**config.mk**
```make
export PLATFORM = sky130hd
export DESIGN_NAME = uart_resp_encode
export DESIGN_NICKNAME = d
export VERILOG_FILES = /design/src/rtl/sdram_uart_pkg.sv /design/src/rtl/uart_resp_encode.sv
export SDC_FILE = /design/constraint.sdc
export NUM_CORES = 1
export LEC_CHECK = 0
export CORE_AREA = 2 2 44 54
export CTS_BUF_LIST = sky130_fd_sc_hd__clkbuf_4 sky130_fd_sc_hd__clkbuf_8 sky130_fd_sc_hd__clkbuf_16
export CTS_CLUSTER_DIAMETER = 120
export DETAILED_ROUTE_END_ITERATION = 16
export DIE_AREA = 0 0 46 56
export PLACE_DENSITY_LB_ADDON = 0.1
export SKIP_CTS_REPAIR_TIMING = 1
export SLEW_MARGIN = 10
export SYNTH_ARGS = -nofsm -noshare
export SYNTH_HDL_FRONTEND = slang
export SYNTH_SLANG_ARGS = --single-unit
```
**constraint.sdc**
```tcl
create_clock -name sclk -period 1.8 [get_ports sclk]
set_clock_uncertainty 0.15 [all_clocks]
set_input_delay 0.27 -clock sclk [delete_from_list [all_inputs] [get_ports sclk]]
set_output_delay 0.27 -clock sclk [all_outputs]
set_load 0.005 [all_outputs]
```
**src/rtl/sdram_uart_pkg.sv**
```systemverilog
// sdram_uart_pkg: constants shared by the UART command decoder and response encoder.
// RESP_CKSUM_EN adds the checksum states and lengthens the frame by one byte.
package sdram_uart_pkg;
  localparam logic [7:0] CMD_WR = 8'h55;
  localparam logic [7:0] CMD_RD = 8'hAA;
  localparam logic [7:0] RESP_HEAD = 8'h5A;
  localparam int RD_BYTES_DEF = 4;
`ifdef RESP_CKSUM_EN
  localparam int FRAME_LEN = RD_BYTES_DEF + 2;
  typedef enum logic [3:0] {IDLE, HEAD, WAIT_H, POP, LOAD, WAIT_D, CKSUM, WAIT_C, DONE} resp_state_t;
`else
  localparam int FRAME_LEN = RD_BYTES_DEF + 1;
  typedef enum logic [3:0] {IDLE, HEAD, WAIT_H, POP, LOAD, WAIT_D, DONE} resp_state_t;
`endif
endpackage

```
**src/rtl/uart_resp_encode.sv**
```systemverilog
// uart_resp_encode: drains an SDRAM read burst from the FIFO and frames it for UART TX.
// Optional RESP_CKSUM_EN appends the XOR of the payload bytes after the payload.
module uart_resp_encode
  import sdram_uart_pkg::*;
#(
  parameter int RD_BYTES = RD_BYTES_DEF,
  parameter logic [7:0] RESP_HEAD = sdram_uart_pkg::RESP_HEAD
) (
  input  logic       sclk,
  input  logic       s_rst,
  input  logic       rd_done,
  input  logic       rfifo_empty,
  input  logic [7:0] rfifo_rd_data,
  output logic       rfifo_rd_en,
  input  logic       tx_done,
  output logic       tx_trig,
  output logic [7:0] tx_data,
  output logic       resp_busy
);
  localparam logic [3:0] LAST = 4'(RD_BYTES);
  resp_state_t state, nxt;
  logic [3:0] cnt, cnt_d;
  logic rd_en_d, trig_d, busy_d, ack;
  logic [7:0] data_d;
`ifdef RESP_CKSUM_EN
  logic [7:0] sum, sum_d;
`endif
  // a done pulse landing on the trigger cycle belongs to the previous byte
  assign ack = tx_done && !tx_trig;
  always_ff @(posedge sclk or posedge s_rst) begin
    if (s_rst) begin
      state <= IDLE;
      cnt <= '0;
      rfifo_rd_en <= 1'b0;
      tx_trig <= 1'b0;
      tx_data <= '0;
      resp_busy <= 1'b0;
`ifdef RESP_CKSUM_EN
      sum <= '0;
`endif
    end else begin
      state <= nxt;
      cnt <= cnt_d;
      rfifo_rd_en <= rd_en_d;
      tx_trig <= trig_d;
      tx_data <= data_d;
      resp_busy <= busy_d;
`ifdef RESP_CKSUM_EN
      sum <= sum_d;
`endif
    end
  end
  // POP leaves only once the registered pop strobe is up, so LOAD sees valid data
  always_comb begin
    nxt = state;
    case (state)
      IDLE:   nxt = rd_done ? HEAD : IDLE;
      HEAD:   nxt = WAIT_H;
      WAIT_H: nxt = ack ? POP : WAIT_H;
      POP:    nxt = rfifo_rd_en ? LOAD : POP;
      LOAD:   nxt = WAIT_D;
`ifdef RESP_CKSUM_EN
      WAIT_D: nxt = !ack ? WAIT_D : (cnt < LAST) ? POP : CKSUM;
      CKSUM:  nxt = WAIT_C;
      WAIT_C: nxt = ack ? DONE : WAIT_C;
`else
      WAIT_D: nxt = !ack ? WAIT_D : (cnt < LAST) ? POP : DONE;
`endif
      DONE:   nxt = IDLE;
      default: nxt = IDLE;
    endcase
  end
  // a stale not-empty is safe: only this block pops, so the FIFO cannot drain meanwhile
  always_comb begin
    rd_en_d = (nxt == POP) && !rfifo_empty;
    busy_d = (state == IDLE && rd_done) ? 1'b1 : (state == DONE) ? 1'b0 : resp_busy;
    cnt_d = (state == DONE) ? 4'd0 : (state == LOAD) ? cnt + 4'd1 : cnt;
`ifdef RESP_CKSUM_EN
    trig_d = state inside {HEAD, LOAD, CKSUM};
    data_d = (state == HEAD) ? RESP_HEAD : (state == LOAD) ? rfifo_rd_data : (state == CKSUM) ? sum : tx_data;
    sum_d = (state == HEAD) ? 8'h00 : (state == LOAD) ? sum ^ rfifo_rd_data : sum;
`else
    trig_d = state inside {HEAD, LOAD};
    data_d = (state == HEAD) ? RESP_HEAD : (state == LOAD) ? rfifo_rd_data : tx_data;
`endif
  end
endmodule

```
# [After elaboration in Yosys (flattened, before gate mapping)]
# Index checks and enable logic that the tools add are counted.
[op_classes] bitwise_logic=0 multipliers=0 addsub=1 muxes=12 order_cmp=1 shift=0 n_reduce_logical=9 eq_ne=7 n_div=0
[ops] operator="$pmux 3 s6" n=1
[ops] operator="$mux 8" n=2
[ops] operator="$eq 4x2->1 const B" n=3
[ops] operator="$eq 4x3->1 const B" n=3
[ops] operator="$mux 3" n=3
[ops] operator="$mux 4" n=2
[ops] operator="$reduce_bool 2->1" n=3
[ops] operator="$add 4x1->4 const B" n=1
[ops] operator="$eq 4x1->1 const B" n=1
[ops] operator="$logic_not 4->1" n=1
[ops] operator="$lt 4x3->1 const B" n=1
[ops] operator="$mux 1" n=4
[ops] operator="$logic_and 1x1->1" n=3
[ops] operator="$logic_not 1->1" n=2
[totals] n_memories=0 regBits=19 rom_bits=0 latch_bits=0 ram_bits=0 in_bits=13

# [Logic depth before layout (Yosys ltp)]
# Gate-level depths: netlist of the first run.
[logic_depth] word_depth=6 ltp_mapped=6 depth_no_buf=5

# [Worst setup path before layout of the first run]
# No wires, ideal clock.
[synth_path] path_type="flip-flop to flip-flop" from="register tx_trig" to="register rfifo_rd_en" path_buffers=0 setup_ps=121 required_ps=1529 slack_ps=337 t_arrival_ps=1192 path_stages_with_launch=5 cell_sequence="dfrtp_1 -> nand2b_1 -> o21a_1 -> a211o_1 -> and4bb_1"
[synth_between] elab_chain_len=6 word_cells_on_any_way=7
[synth_lines] element="start: declaration" line_no="uart_resp_encode.sv:16" rtl="output logic tx_trig,"
[synth_lines] element="start signal: assignment" line_no="uart_resp_encode.sv:45" rtl="tx_trig <= trig_d;"
[synth_lines] element="$logic_not 1->1 (*)" line_no="uart_resp_encode.sv:29" rtl="assign ack = tx_done && !tx_trig;"
[synth_lines] element="$logic_and 1x1->1 (*)" line_no="uart_resp_encode.sv:29"
[synth_lines] element="$mux 3 / $mux 1 (equally long branches)" line_no="uart_resp_encode.sv:67, uart_resp_encode.sv:59"
[synth_lines] element="$pmux 3 s6 (*)" line_no="uart_resp_encode.sv:56" rtl="case (state)"
[synth_lines] element="named net nxt[0]" line_no="uart_resp_encode.sv:21" rtl="resp_state_t state, nxt;"
[synth_lines] element="$eq 4x2->1 (*)" line_no="uart_resp_encode.sv:75" rtl="rd_en_d = (nxt == POP) && !rfifo_empty;"
[synth_lines] element="$logic_and 1x1->1 (*)" line_no="uart_resp_encode.sv:75"
[synth_lines] element="named net rd_en_d" line_no="uart_resp_encode.sv:23" rtl="logic rd_en_d, trig_d, busy_d, ack;"
[synth_lines] element="end signal: assignment" line_no="uart_resp_encode.sv:44" rtl="rfifo_rd_en <= rd_en_d;"
[synth_lines] element="end: declaration" line_no="uart_resp_encode.sv:14" rtl="output logic rfifo_rd_en,"
# The timed path passes the listed nets; every way through them passes the cells marked *.
# A chain may end at the register's enable or synchronous reset.

# [Final worst setup path of the first run]
[layout_path] from="register rfifo_rd_en" to="output rfifo_rd_en"
# No word-level cell between the ends.

==> tab_implementation.tex, run 1 <==
\begin{tabular}{lr}
\hline
Metric & Value \\
\hline
\multicolumn{2}{l}{\textbf{Clocking}} \\
Clock latency on the worst-skew pair & just under 0.3 ns \\
TritonCTS clock tree & built \\
CTS HTree Levels & 1 \\
Sink Count & 18 \\
Clock buffers created by TritonCTS & 3 \\
Root buffer selected by CTS & sky130\_fd\_sc\_hd\_\_clkbuf\_4 \\
Maximum clock path buffer count & 2 \\
Clock transition at path regs & 0.11 ns \\
\multicolumn{2}{l}{\textbf{Setup path}} \\
Slowest stage cell on the critical path & sky130\_fd\_sc\_hd\_\_clkdlybuf4s50\_1 \\
Cell family with most CP delay & buffers and inverters \\
Kind of launch point of the worst setup path & flip-flop \\
Required time worst endpoint & $\sim$1.4 ns \\
Setup Crit Path Kind & flip-flop to output port \\
Cell depth of the worst setup path & 1 \\
Worst path cell trace & clkdlybuf4s50\_1 \\
Worst Reg2Reg Path Length in Cells & 4 \\
Crit end category & output port \\
Number of buffers and inverters on the critical path & 1 \\
Worst Path Max Fanout & 4 \\
Biggest cell delay along the critical path & 0.52 ns \\
Data arrival time of the critical path & between 1 and 1.5 ns \\
\multicolumn{2}{l}{\textbf{GRT}} \\
Global routing usage summed across all routing layers & 0.1619 \\
Largest net degree at the start of global routing & 19 \\
Vias in the first global route & 716 \\
First-pass GRT wire length & 3.201 mm \\
Global route overflow & 0 \\
Antenna violations before repair & 0 \\
\multicolumn{2}{l}{\textbf{Synthesis}} \\
Proportion of netlist area held by the largest area contributor & 0.4979 \\
Yosys synthesis warning count & 0 \\
Top cells by count, synth & sky130\_fd\_sc\_hd\_\_dfrtp\_1 (18), sky130\_fd\_sc\_hd\_\_a21oi\_1 (8), sky130\_fd\_sc\_hd\_\_nand2\_1 (8), sky130\_fd\_sc\_hd\_\_o22a\_1 (8), sky130\_fd\_sc\_hd\_\_o21ai\_0 (7) \\
Arithmetic-cell share of the synthesized area counting full adders, half adders and majority gates & 0.01383 \\
Leading area contributor after synthesis & sky130\_fd\_sc\_hd\_\_dfrtp\_1 \\
Synthesized netlist cell count & 89 \\
Cell with the most instances after synthesis & sky130\_fd\_sc\_hd\_\_dfrtp\_1 \\
Synth area leaders & sky130\_fd\_sc\_hd\_\_dfrtp\_1 (50\%), sky130\_fd\_sc\_hd\_\_o22a\_1 (7.7\%), sky130\_fd\_sc\_hd\_\_a21oi\_1 (4.4\%), sky130\_fd\_sc\_hd\_\_o21ai\_0 (3.9\%), sky130\_fd\_sc\_hd\_\_nand2b\_1 (3.5\%) \\
Sequential share of the synthesized area & 0.4979 \\
Net count of the mapped netlist & 103 \\
Synthesized area per cell & 10.16 sq um \\
Share of cell area taken by muxes after synthesis & 0.01107 \\
Synthesized-area fraction occupied by xor and xnor cells & 0 \\
Seq cells post-synth & 18 \\
Async set-reset flop share out of synthesis & 1.000 \\
Post-synth design cell area & 904.6 sq um \\
Netlist cell types & 25 \\
Area fraction in and, or, nand and nor cells after synthesis & 0.1604 \\
Compound-gate portion of the synthesized area & 0.2683 \\
Post-synth EDFFs & 0 \\
Primary flip-flop cell chosen by synthesis mapping & sky130\_fd\_sc\_hd\_\_dfrtp\_1 \\
Main combinational cell family by area after synthesis & compound AO/OA/AOI/OAI gates \\
\multicolumn{2}{l}{\textbf{Floorplan}} \\
Initial cell density of the core & 0.4463 \\
Floorplan Core Area & 0.002027 sq mm \\
Die extent in x & 46 um \\
Die Ht & 56 um \\
\# IOs & 24 \\
Number of rows in the core area & 18 \\
Die ar. & between 0.002 and 0.003 sq mm \\
\multicolumn{2}{l}{\textbf{Place}} \\
Post-placement cell area & 0.001161 sq mm \\
Count of port buffers added during placement & 23 \\
Placed Cells incl. Taps & around 130 \\
RePlAce Congestion & 0.7660 \\
Final HPWL from detailed placement & around 1.4 mm \\
Pre-CTS setup slack & -0.009286 ns \\
\multicolumn{2}{l}{\textbf{Finish}} \\
Non-filler cells in the finished layout & about 130 \\
Area growth from synthesis to layout & 30.84\% \\
Final \#Nets & 130 \\
Share of cells above drive strength 1 & 0.08772 \\
Count of inserted antenna diode cells & 0 \\
Fin area & 0.001184 sq mm \\
\multicolumn{2}{l}{\textbf{Power}} \\
Power consumption & 0.001836 W \\
Pleak & 0.5307 nW \\
Proportion of power drawn by the clock network & 0.106 \\
Worst VDD drop & between 900 and 1000 uV \\
Power spent charging and discharging nets & 0.0006448 W \\
Proportion of power drawn by combinational gates & 0.486 \\
Internal power & 0.001191 W \\
Switching share of power & 0.3512 \\
Areal power density over the cells & 1551 mW/mm\^{}2 \\
Sequential group share of total power & 0.408 \\
\multicolumn{2}{l}{\textbf{STA}} \\
Number of hold-slack violations in the final timing report & 0 \\
Slew at the pin closest to its max-slew limit & 0.3319 ns \\
Setup tns final & 0 ns \\
Final slew viol count & 0 \\
Relative slew slack & 0.7787 \\
Setup repair after global routing missed its margin & no \\
Count of endpoints failing setup in the final report & 0 \\
Period utilization & 0.9063 \\
Highest clock rate & 0.6130 GHz \\
Setup ws final & approximately 0.17 ns \\
Final critical path time including I/O delays and setup & 1.631 ns \\
\multicolumn{2}{l}{\textbf{Routing}} \\
Number of design-rule violations left by the first detailed-router iteration & 14 \\
Post-DRT Antenna Nets & 0 \\
Drc violations & 0 \\
Wire length per cell after detailed routing & 13.69 um \\
Mean number of vias per cell & 5.537 \\
Routed Wire Length & 1.835 mm \\
Via total after detailed routing & 742 \\
Drt first pass iters & 4 \\
\multicolumn{2}{l}{\textbf{Job}} \\
Maximum capacitance violations & 0 \\
\multicolumn{2}{l}{\textbf{Min path}} \\
Class of the tightest hold or removal check & primary input to asynchronous set/reset pin \\
\multicolumn{2}{l}{\textbf{Outcome}} \\
Result of the run & complete, no violations \\
\hline
\end{tabular}
placed cells by master (no fill, tap or decap), drive strengths merged:
master,Yosys,layout
a211o,1,1
a21o,4,4
a21oi,8,8
a221oi,1,1
a31oi,1,1
a32oi,1,1
and4bb,1,1
buf,6,5
clkbuf,0,3
clkdlybuf4s50,0,23
dfrtp,18,18
ha,1,1
inv,2,2
mux2i,1,1
nand2,8,8
nand2b,5,5
nand3,1,1
nor2,3,3
nor2b,6,6
nor3,2,2
o21a,2,2
o21ai,8,8
o22a,8,8
o41ai,1,1
power groups by stage:
stage	sequential (W)	combinational (W)	clock [W]
global placement	0.000752	0.000881	0
detailed placement	0.000757	0.000900	0
CTS	0.000750	0.000904	0.000199
floorplan	0.000695	0.000590	0
finish	0.000749	0.000892	0.000195
global route	0.000777	0.000995	0.000222
layer usage:
| metal | up-vias | track usage | wire [um] |
|---|---|---|---|
| li1 | 373 | - | - |
| met1 | 352 | 0.2408 | 871 |
| met2 | 15 | 0.2341 | 877 |
| met3 | 2 | 0.01948 | 72 |
| met4 | 0 | 0.06122 | 13 |
| met5 | - | 0 | 0 |
worst min-delay path: stages:
cell	delay, ns
sky130_fd_sc_hd__clkdlybuf4s50_1	0.39
sky130_fd_sc_hd__inv_1	0.05
sky130_fd_sc_hd__buf_4	0.24
worst paths after layout:
kind / startpoint / end / slack, ns
worst max-delay path: rfifo_rd_en / rfifo_rd_en / 0.17
worst min-delay path: s_rst / tx_data[6] / 0.12
worst max register to register: state[2] / rfifo_rd_en / 0.24
worst min register to register: cnt[3] / cnt[3] / 0.34
max in group asynchronous: s_rst / tx_data[0] / 1.17
min in group sclk: cnt[3] / cnt[3] / 0.34
registers in the layout, indices dropped and copies added (netlist names):
register,flops
tx_data,8
cnt,4
state,3
resp_busy,1
rfifo_rd_en,1
tx_trig,1
cells by family after synthesis:
logic type	after synthesis
mux	1
fa+ha+maj	1
flops	18
compound gates	35
buf+inv	8
simple gates	26
area by class of cell:
class | count | area, sq um
sequential | 18 | 450.4
fill | 176 | 843.3
clock buffer | 3 | 22.52
tap | 20 | 25.02
multi-input combinational | 63 | 410.4
inverter | 2 | 7.507
timing repair buffer | 28 | 267.8
metrics by stage:
stage,utilization,hold WS [ns]
final,0.5840,0.1246
after global routing,0.5840,0.1671
after CTS,0.5840,0.1393
after detailed placement,0.5728,0.3231
after global placement,0.5728,0.3114
after floorplan,-,0.05857
(Power assumes the default switching activity.)
==> run 2, diff against run 1 <==
--- a/config.mk
+++ b/config.mk
@@ -5,12 +5,14 @@
 export SDC_FILE = /design/constraint.sdc
 export NUM_CORES = 1
 export LEC_CHECK = 0
+export ABC_AREA = 0
+export ABC_CLOCK_PERIOD_IN_PS = 1800
 export CORE_AREA = 2 2 44 54
 export CTS_BUF_LIST = sky130_fd_sc_hd__clkbuf_4 sky130_fd_sc_hd__clkbuf_8 sky130_fd_sc_hd__clkbuf_16
 export CTS_CLUSTER_DIAMETER = 120
 export DETAILED_ROUTE_END_ITERATION = 16
 export DIE_AREA = 0 0 46 56
-export PLACE_DENSITY_LB_ADDON = 0.1
+export PLACE_DENSITY = 0.81
 export SKIP_CTS_REPAIR_TIMING = 1
 export SLEW_MARGIN = 10
 export SYNTH_ARGS = -nofsm -noshare
==> run 2 against run 1 <==
  * Sequential power fell by 2%
  * Critical path depth did not move
  * Utilization rose by 0.68 points
  * Worst setup slack got worse by 0.014 ns
  * Via count rose by 1.1%
  * Flip-flop and latch count did not move
  * Register-to-register slack got worse by 0.02 ns
  * Sequential share of layout area fell by 0.44 points
  * Clock-buffer cell count rose by 1
  * Cell area rose by 1.2%
  * Fmax fell by 0.85%
  * Largest power group unchanged
  * Highest routed layer unchanged
==> tab_implementation.tex, run 2 (synthesis results as in run 1) <==
\begin{tabular}{lr}
\hline
Metric & Value \\
\hline
\multicolumn{2}{l}{\textbf{Finish}} \\
Count of inserted antenna diode cells & 0 \\
Most common library cell in the layout ignoring fill and taps & sky130\_fd\_sc\_hd\_\_clkdlybuf4s50\_1 \\
Non-filler cells in the finished layout & 135 \\
Share of cells above drive strength 1 & 0.09565 \\
Largest register by flop count & tx\_data \\
Final \#Nets & 130 \\
Area growth from synthesis to layout & 32.37\% \\
Flip-flop count of the largest register after layout & 8 \\
Regs by FF count & tx\_data: 8 flops, cnt: 4 flops, state: 3 flops \\
Commonest non-fill, non-tap cells in the layout & sky130\_fd\_sc\_hd\_\_clkdlybuf4s50\_1 (23), sky130\_fd\_sc\_hd\_\_dfrtp\_1 (18), sky130\_fd\_sc\_hd\_\_a21oi\_1 (8), sky130\_fd\_sc\_hd\_\_nand2\_1 (8), sky130\_fd\_sc\_hd\_\_o22a\_1 (8) \\
\multicolumn{2}{l}{\textbf{Place}} \\
Final HPWL from detailed placement & 1.419 mm \\
Count of port buffers added during placement & 23 \\
Placed Cells incl. Taps & $\sim$130 \\
RePlAce Congestion & 0.6874 \\
Pre-CTS setup slack & about 0.0047 ns \\
\multicolumn{2}{l}{\textbf{Min path}} \\
Class of the tightest hold or removal check & primary input to asynchronous set/reset pin \\
\multicolumn{2}{l}{\textbf{STA}} \\
Setup repair after global routing missed its margin & no \\
Setup ws final & 0.1546 ns \\
Count of endpoints failing setup in the final report & 0 \\
Slew at the pin closest to its max-slew limit & 0.3410 ns \\
Highest clock rate & 0.6077 GHz \\
Relative slew slack & 0.7727 \\
Final slew viol count & 0 \\
Period utilization & 0.9141 \\
Number of hold-slack violations in the final timing report & 0 \\
Final critical path time including I/O delays and setup & 1.645 ns \\
Setup tns final & 0 ns \\
\multicolumn{2}{l}{\textbf{Outcome}} \\
Result of the run & complete, no violations \\
\multicolumn{2}{l}{\textbf{Job}} \\
Maximum capacitance violations & 0 \\
\multicolumn{2}{l}{\textbf{Setup path}} \\
Slowest stage cell on the critical path & sky130\_fd\_sc\_hd\_\_clkdlybuf4s50\_1 \\
Number of buffers and inverters on the critical path & 1 \\
Worst Path Max Fanout & 4 \\
Worst Reg2Reg Path Length in Cells & 3 \\
Worst path cell trace & clkdlybuf4s50\_1 \\
Data arrival time of the critical path & 1.23 ns \\
Cell depth of the worst setup path & 1 \\
Crit end category & output port \\
Beginning of the worst register-to-register path & state[2] \\
Biggest cell delay along the critical path & 0.52 ns \\
Launch point of the critical path & rfifo\_rd\_en \\
Required time worst endpoint & 1.38 ns \\
Setup Crit Path Kind & flip-flop to output port \\
Kind of launch point of the worst setup path & flip-flop \\
Cell family with most CP delay & buffers and inverters \\
\multicolumn{2}{l}{\textbf{GRT}} \\
Antenna violations before repair & 0 \\
Met3 usage in global routing & 0.02273 \\
Global routing usage summed across all routing layers & 0.1655 \\
Largest net degree at the start of global routing & 19 \\
Busiest grt layer & met2 \\
Global route overflow & 0 \\
Grt met2 use & 0.2619 \\
Vias in the first global route & 752 \\
First-pass GRT wire length & 3.263 mm \\
Met1 usage & 0.2181 \\
\multicolumn{2}{l}{\textbf{Floorplan}} \\
\# IOs & 24 \\
Die ar. & 0.002576 sq mm \\
Initial cell density of the core & 0.4463 \\
Number of rows in the core area & 18 \\
Die Ht & 56 um \\
Floorplan Core Area & 0.002027 sq mm \\
Die extent in x & approximately 46 um \\
\multicolumn{2}{l}{\textbf{Power}} \\
Pleak & 0.5379 nW \\
Internal power & 0.001237 W \\
Worst VDD drop & 808.6 uV \\
Power spent charging and discharging nets & 0.0006562 W \\
Sequential group share of total power & 0.388 \\
Areal power density over the cells & 1581 mW/mm\^{}2 \\
Proportion of power drawn by combinational gates & 0.482 \\
Switching share of power & 0.3467 \\
Proportion of power drawn by the clock network & 0.130 \\
\multicolumn{2}{l}{\textbf{Routing}} \\
Drc violations & 0 \\
Post-DRT Antenna Nets & 0 \\
Routed Wire Length & 1.922 mm \\
Via total after detailed routing & 750 \\
Drt first pass iters & 4 \\
Wire length per cell after detailed routing & 14.24 um \\
Number of design-rule violations left by the first detailed-router iteration & 6 \\
Mean number of vias per cell & 5.556 \\
\multicolumn{2}{l}{\textbf{Clocking}} \\
Root buffer selected by CTS & sky130\_fd\_sc\_hd\_\_clkbuf\_4 \\
Sink Count & 18 \\
Maximum clock path buffer count & 2 \\
Clock buffers created by TritonCTS & 3 \\
Clock transition at path regs & 0.11 ns \\
TritonCTS clock tree & built \\
CTS HTree Levels & 1 \\
Clock latency on the worst-skew pair & 0.29 ns \\
\hline
\end{tabular}
[run 2: final timing paths]
check                              end  slack, ns
min                             cnt[1]       0.13
min reg2reg                     cnt[3]       0.36
max in group asynchronous     state[1]       1.18
min in group sclk               cnt[3]       0.36
max reg2reg                     cnt[3]       0.22
max                        rfifo_rd_en       0.15
[run 2: metal layers]
layer	wire (um)	vias to the layer above	share of wire
met5	0	-	0
met4	20	0	0.010
met3	64	2	0.033
met2	996	18	0.52
met1	840	358	0.44
li1	-	372	-
[run 2: area by class of cell]
cell class                      count  area, sq um
Clock buffer                        4        36.28
Sequential cell                    18        450.4
Fill cell                         175        829.5
Multi-Input combinational cell     63        410.4
Timing Repair Buffer               28        267.8
Inverter                            2        7.507
Tap cell                           20        25.02
[run 2: power groups by stage]
stage,combinational [W],clock (W),sequential [W]
floorplan,0.000590,0,0.000695
global placement,0.000890,0,0.000733
detailed placement,0.000918,0,0.000742
CTS,0.000923,0.000252,0.000734
global route,0.00102,0.000270,0.000756
finish,0.000912,0.000246,0.000734
[run 2: metrics by stage]
step	util	hold slack, ns	power, W	area [sq um]
floorplan	-	0.05857	0.001284	904.6
global placement	0.5728	0.3112	0.001623	1161
detailed placement	0.5728	0.3408	0.001661	1161
CTS	0.5907	0.1382	0.001909	1197
global route	0.5907	0.1626	0.002049	1197
finish	0.5907	0.1290	0.001893	1197
